`src/rtl/adder3_sched.sv`:
```
// Arbitrates the shared dual-mode modular adder between the Kyber (K) and Dilithium (D) NTT
// requesters, issues beats and tags results as they leave the adder's operand delay lines.
module adder3_sched #(
  parameter int unsigned LatK = 7,
  parameter int unsigned LatD = 6,
  parameter int unsigned IdxW = 8
) (
  input  logic            clk_i,
  input  logic            rst_i,
  input  logic            req_k_i,
  input  logic            req_d_i,
  input  logic [IdxW:0]   len_k_i,
  input  logic [IdxW:0]   len_d_i,
  input  logic            stall_i,
  output logic            gnt_k_o,
  output logic            gnt_d_o,
  output logic            adder_mode_o,
  output logic            sel_a_o,
  output logic            sel_d2ntt_o,
  output logic            issue_o,
  output logic [IdxW-1:0] issue_idx_o,
  output logic            res_valid_o,
  output logic            res_owner_o,
  output logic [IdxW-1:0] res_idx_o,
  output logic            done_k_o,
  output logic            done_d_o,
  output logic            busy_o
);

  localparam int unsigned Depth = (LatK > LatD) ? LatK : LatD;
  localparam logic [IdxW:0] One = (IdxW+1)'(1);

  typedef enum logic [1:0] {StIdle, StBurst, StDrain} state_e;

  state_e                     state_q;
  logic                       gnt_k_q, gnt_d_q;
  logic                       mode_q, sel_a_q, sel_d_q;
  logic                       last_d_q;
  logic [IdxW:0]              len_q, cnt_q;
  logic [Depth-1:0]           tag_v_q;
  logic [Depth-1:0][IdxW-1:0] tag_idx_q;

  logic            issue, last_beat, tap_v, res_valid, done, pick_d;
  logic [IdxW-1:0] tap_idx;

  always_comb begin
    // The grant cycle is left free so the delay lines settle on the new selects.
    issue     = (state_q == StBurst) && !gnt_k_q && !gnt_d_q && (cnt_q < len_q) && !stall_i;
    last_beat = issue && ((cnt_q + One) == len_q);
    tap_v     = mode_q ? tag_v_q[LatD-1] : tag_v_q[LatK-1];
    tap_idx   = mode_q ? tag_idx_q[LatD-1] : tag_idx_q[LatK-1];
    res_valid = tap_v && (state_q != StIdle);
    done      = (state_q == StDrain) &&
                ((len_q == '0) || (res_valid && ({1'b0, tap_idx} == (len_q - One))));
    pick_d    = req_d_i && (!req_k_i || !last_d_q);
  end

  always_ff @(posedge clk_i) begin
    if (rst_i) begin
      state_q   <= StIdle;
      gnt_k_q   <= 1'b0;
      gnt_d_q   <= 1'b0;
      mode_q    <= 1'b0;
      sel_a_q   <= 1'b0;
      sel_d_q   <= 1'b0;
      last_d_q  <= 1'b1;
      len_q     <= '0;
      cnt_q     <= '0;
      tag_v_q   <= '0;
      tag_idx_q <= '0;
    end else begin
      gnt_k_q   <= 1'b0;
      gnt_d_q   <= 1'b0;
      tag_v_q   <= {tag_v_q[Depth-2:0], issue};
      tag_idx_q <= {tag_idx_q[Depth-2:0], cnt_q[IdxW-1:0]};
      unique case (state_q)
        StIdle: begin
          if (req_k_i || req_d_i) begin
            gnt_k_q  <= !pick_d;
            gnt_d_q  <= pick_d;
            mode_q   <= pick_d;
            sel_a_q  <= !pick_d;
            sel_d_q  <= pick_d;
            last_d_q <= pick_d;
            len_q    <= pick_d ? len_d_i : len_k_i;
            cnt_q    <= '0;
            state_q  <= StBurst;
          end
        end
        StBurst: begin
          if (issue) cnt_q <= cnt_q + One;
          if ((len_q == '0) || last_beat) state_q <= StDrain;
        end
        StDrain: begin
          if (done) state_q <= StIdle;
        end
        default: state_q <= StIdle;
      endcase
    end
  end

  assign gnt_k_o      = gnt_k_q;
  assign gnt_d_o      = gnt_d_q;
  assign adder_mode_o = mode_q;
  assign sel_a_o      = sel_a_q;
  assign sel_d2ntt_o  = sel_d_q;
  assign issue_o      = issue;
  assign issue_idx_o  = cnt_q[IdxW-1:0];
  assign res_valid_o  = res_valid;
  assign res_owner_o  = mode_q;
  assign res_idx_o    = tap_idx;
  assign done_k_o     = done && !mode_q;
  assign done_d_o     = done && mode_q;
  assign busy_o       = (state_q != StIdle);

endmodule
```
`config.mk`:
```
export PLATFORM = sky130hd
export DESIGN_NAME = adder3_sched
export DESIGN_NICKNAME = d
export VERILOG_FILES = /design/src/rtl/adder3_sched.sv
export SDC_FILE = /design/constraint.sdc
export NUM_CORES = 1
export LEC_CHECK = 0
export ABC_CLOCK_PERIOD_IN_PS = 3000
export CAP_MARGIN = 5
export CORE_MARGIN = 1.5
export CORE_UTILIZATION = 57
export CTS_BUF_LIST = sky130_fd_sc_hd__clkbuf_8
export DETAILED_ROUTE_END_ITERATION = 8
export HOLD_SLACK_MARGIN = 0.05
export PLACE_DENSITY_LB_ADDON = 0.2
export SETUP_SLACK_MARGIN = 0.2
export SYNTH_ARGS = -nofsm -noshare
export SYNTH_HDL_FRONTEND = slang
export SYNTH_SLANG_ARGS = --single-unit
```
`constraint.sdc`:
```
create_clock -name clk_i -period 3 [get_ports clk_i]
set_clock_uncertainty 0.15 [all_clocks]
set_input_delay 0.45 -clock clk_i [delete_from_list [all_inputs] [get_ports clk_i]]
set_output_delay 0.45 -clock clk_i [all_outputs]
set_load 0.05 [all_outputs]
```
## Word level (Yosys, flattened, before mapping)

Cells that the tools add are included.
Widths: inputs -> output; s select.

| operators by class | value |
|---|---|
| add/subtract/negate cells | 2 |
| $lt $le $gt $ge | 1 |
| equal/unequal tests | 8 |
| multiplexer cells | 10 |
| bitwise gates (word level) | 2 |
| reduce and logical (&&, ||, !) cells | 30 |

Operator list:

| cell | count |
|---|---|
| $mux 9 | 3 |
| $pmux 9 s2 | 1 |
| $logic_and 1x1->1 | 11 |
| $add 9x1->9 const B | 1 |
| $eq 8x9->1 | 1 |
| $eq 9x9->1 | 1 |
| $logic_not 9->1 | 1 |
| $lt 9x9->1 | 1 |
| $sub 9x1->9 const B | 1 |
| $mux 8 | 1 |
| $logic_not 1->1 | 7 |
| $mux 2 | 3 |
| $ne 2x2->1 const B | 3 |
| $pmux 2 s3 | 1 |
| $reduce_and 3->1 | 2 |
| $logic_or 1x1->1 | 4 |
| $reduce_bool 2->1 | 2 |
| $reduce_or 3->1 | 1 |
| $eq 2x1->1 const B | 1 |
| $eq 2x2->1 const B | 1 |
| $logic_not 2->1 | 1 |
| $ne 2x1->1 const B | 1 |
| $not 1->1 | 2 |
| $reduce_and 2->1 | 1 |
| $mux 1 | 1 |

| storage, ports and cells | value |
|---|---|
| register bits | 88 |
| bits of input ports | 23 |
| output and inout port bits | 27 |
| word-level logic and storage cells | 69 |

## Logic depth before layout (Yosys ltp)

Gate-level depths: netlist of the first run.

| logic depth | value |
|---|---|
| depth in word-level cells | 9 |
| mapped depth | 10 |
| gate-level depth less buffers | 9 |

## Least setup slack after synthesis of the first run

Ideal clock, no wire load.

| timing path | value |
|---|---|
| path type | reg2out |
| start point | reg sel_d2ntt_o (netlist name) |
| end point | out done_d_o |
| data arrival time | 3.601 ns |
| data required time | 2.400 ns |
| setup slack | -1.201 ns |
| cell stages (with the launch flop) | 8 |
| path buffers | 1 |
| cell sequence | dfxtp_1 buf_4 mux2i_1 nor2_1 nand4_1 nor4_2 nand3_1 a211oi_1 |

RTL lines:

| item | line | source |
|---|---|---|
| to (decl) | 26 | `output logic done_d_o,` |

==> results of run 1 <==
==> cell usage in the layout, fill, tap and decap left out, types with 10 or more instances in the layout <==
cell type        count
ha_1                11
dfxtp_1             80
clkbuf_8            10
nor2_1              31
clkdlybuf4s50_1     45
a21oi_1             12
inv_1               17
nand2_1             13
nand3_1             10
nor2b_1             61
o21ai_0             10
buf_4               21
==> state kept, by name, indices dropped and copies added, names as in the netlist <==
name,count
gnt_d_o,1
state_q,2
last_d_q,1
sel_d2ntt_o,1
cnt_q,9
gnt_k_o,1
tag_v_q,7
tag_idx_q,56
sel_a_o,1
len_q,9
==> per-layer routing <==
metal / up-vias / routed length [um] / track usage (%)
li1: 1423 / - / -
met1: 1399 / 3770 / 34.45
met2: 111 / 4046 / 38.78
met3: 17 / 590 / 4.253
met4: 0 / 182 / 12.37
met5: - / 0 / 0
==> logic make-up after synthesis <==
group           after synthesis  share of synthesized area (%)
buf+inv                      46                          6.537
fa+ha+maj                    12                          4.023
xor+xnor                     17                          4.358
compound gates               61                          11.30
simple gates                155                          23.63
mux                          10                          2.950
flops                        88                          47.20
==> per-stage QoR <==
step	total power, mW	cells	hold WS (ns)
after floorplan	1.990	389	0.2638
after global placement	2.258	502	0.2657
after detailed placement	2.275	502	0.2712
after CTS	3.289	526	0.2919
after global routing	3.479	528	0.3058
final	3.331	528	0.2891
==> timing repair <==
action	in CTS	in global routing
resized for setup	20	10
setup endpoints to repair	3	9
pin swaps	7	6
setup buffers	8	2
==> synthesized netlist by cell type (2+ instances only) <==
library cell  number  share of area, %
nand3b_1           2              0.40
and3_1             3              0.50
inv_1             20               2.0
buf_2              3              0.40
nor4_1             2              0.34
nand2b_1           3              0.50
nor3_1             4              0.54
o21ai_1            2              0.27
buf_4             12               2.4
a21oi_1           13               1.7
xnor2_1            9               2.1
nor2_1            32               3.2
a21o_1             2              0.40
a211oi_1           5               1.0
mux2i_1            5               1.3
clkbuf_1           8              0.80
o21ai_0           11               1.5
nand4_1            4              0.67
a22oi_1            4              0.80
nand2_1           13               1.3
and2_1             2              0.34
ha_1              12               4.0
a222oi_1           6               1.6
nor4_2             2              0.67
buf_6              3              0.91
xor2_1             7               1.6
nand3_1           11               1.5
a31oi_1            2              0.34
or3_1              5              0.84
nor2b_1           61                10
o2111ai_1          4              0.94
dfxtp_1           88                47
and2b_2            3              0.70
o21a_1             3              0.60
mux2_2             4               1.2
==> power by group through the flow <==
stage | Combinational (mW) | Clock (mW) | Sequential, mW
floorplan | 0.637 | 0 | 1.35
global placement | 0.904 | 0 | 1.35
detailed placement | 0.916 | 0 | 1.36
CTS | 1.02 | 0.942 | 1.33
global route | 1.15 | 0.980 | 1.35
finish | 1.07 | 0.921 | 1.34
==> final timing paths <==
check / slack (ns) / cells past startpoint / start / endpoint
max: -0.06 / 8 / sel_d2ntt_o / done_d_o
min: 0.29 / 1 / tag_idx_q[16] / tag_idx_q[24]
max reg2reg: 0.49 / 7 / cnt_q[0] / state_q[1]
min reg2reg: 0.29 / 1 / tag_idx_q[16] / tag_idx_q[24]
==> final cells by class <==
type / count / area, um2 / area share (%)
tap: 77 / 96.34 / 2.031
timing repair buffer: 72 / 695.7 / 14.67
sequential: 88 / 1784 / 37.62
clock inverter: 6 / 102.6 / 2.163
clock buffer: 10 / 137.6 / 2.902
inverter: 20 / 75.07 / 1.583
multi-input combinational: 255 / 1852 / 39.04
==> reports/qor.csv, run 1 <==
metric,value,unit
status,"finished, violations left",
violations in the final reports,setup timing,
Period minus WS final,3.063,ns
via count,2950,
clk_lat worst skew,0.34,ns
number of synthesized flops with an enable pin,0,
asr flop ratio synth,0,%
initial antenna violation count,0,
"CP delay by family, top",simple AND/OR/NAND/NOR gates,
CTS hold repair buffers,0,
CTS tree,built,
standard-cell rows,29,
Final Hold Fails,0,
Post-Syn Area,3732,um2
DRT iter0 DRCs,148,
Final HPWL DP,6085,um
Clk network pwr share,27.6,%
Worst Max-Slew Pin Slew,0.7382,ns
crit path DAT,2.46,ns
H-tree Lvls,3,
detailed-router iteration count before antenna repair,6,
largest net degree at the start of global routing,54,
worst vdd ir,0.5335,mV
initial core utilization,58.78,%
Worst Slack Setup Final,-0.06296,ns
DRC viols,0,
Post-Syn Nets,424,
"Seq/Total Area, Yosys",47.20,%
Crit path buffers/inverters,2,
Hold Path Class,reg2reg,
Synth Flop Type,dfxtp_1,
syn avg cell area,9.595,um2
Total Neg Setup Slack,-0.09782,ns
vias in the first global route,2759,
crit path max fanout,4,
Num CTS Buffers,9,
pre-CTS setup slack,0.1219,ns
Post-Route Utilization,74.70,%
max-cap violations,0,
CTS Sinks,88,
All-Layer GR Usage,25.21,%
CP max-delay cell,dfxtp_4,
yosys warns,0,
Post-DRT Antenna Nets,0,
placed inst area,4322,um2
Leak,1.894,nW
pwr/cell area,702.3,nW/um2
RD Place Congestion,0.9321,
Seq cells post-synth,88,
I/O pin cnt,50,
synthesized instance count,389,
"CTS clk-pin slew, worst paths",0.09,ns
Synth cell types,54,
Worst slew margin,50.46,%
share of layout cells above drive strength 1,18.18,%
Diodes inserted,0,
core area,6350,um2
Sequential Power Share,40.2,%
NetSw,1.140,mW
crit end category,primary output,
max incr delay on CP,0.38,ns
Fillers,446,
final wirelength,8590,um
I/O Buffers,49,
Internal,2.191,mW
Final setup violation count,2,
CTS Buffer Depth,2,
critical path class,reg2out,
DR vias/cell,5.587,
switching share of total power,34.24,%
Tcrit/Tclk final,102.1,%
Die X,83.92,um
Die Y,83.92,um
WL per Instance,16.27,um
final global-route overflow total,0,
Worst Path Required,2.40,ns
CTS Root Cell,clkbuf_8,
"Critical Path, Cell by Cell",buf_6 -> mux2_4 -> xnor2_1 -> nand4_1 -> nor4_2 -> nand3_2 -> a211oi_4 -> buf_12,
Max Fclk,326.5,MHz
die area,7043,um2
"Design Area, Final",4743,um2
Area Growth Syn to Fin,27.09,%
RSZ-0062 raised after global routing,true,
CP Launch Type,flop,
Comb pwr share,32.2,%
Slew Limit Fails,0,
Final nets,481,
first-pass GRT wire length,13880,um
(Power assumes the default switching activity.)
==> run 2, diff against run 1 <==
Settings changed: CAP_MARGIN 5 to 25, SLEW_MARGIN set to 20.
==> results of run 2 <==
The final DEF is identical to that of run 1; final timing and power are the same.
==> run 3, diff against run 2 <==
Settings changed: GPL_TIMING_DRIVEN set to 1.
==> results of run 3 <==
The final DEF is identical to that of run 1; final timing and power are the same.
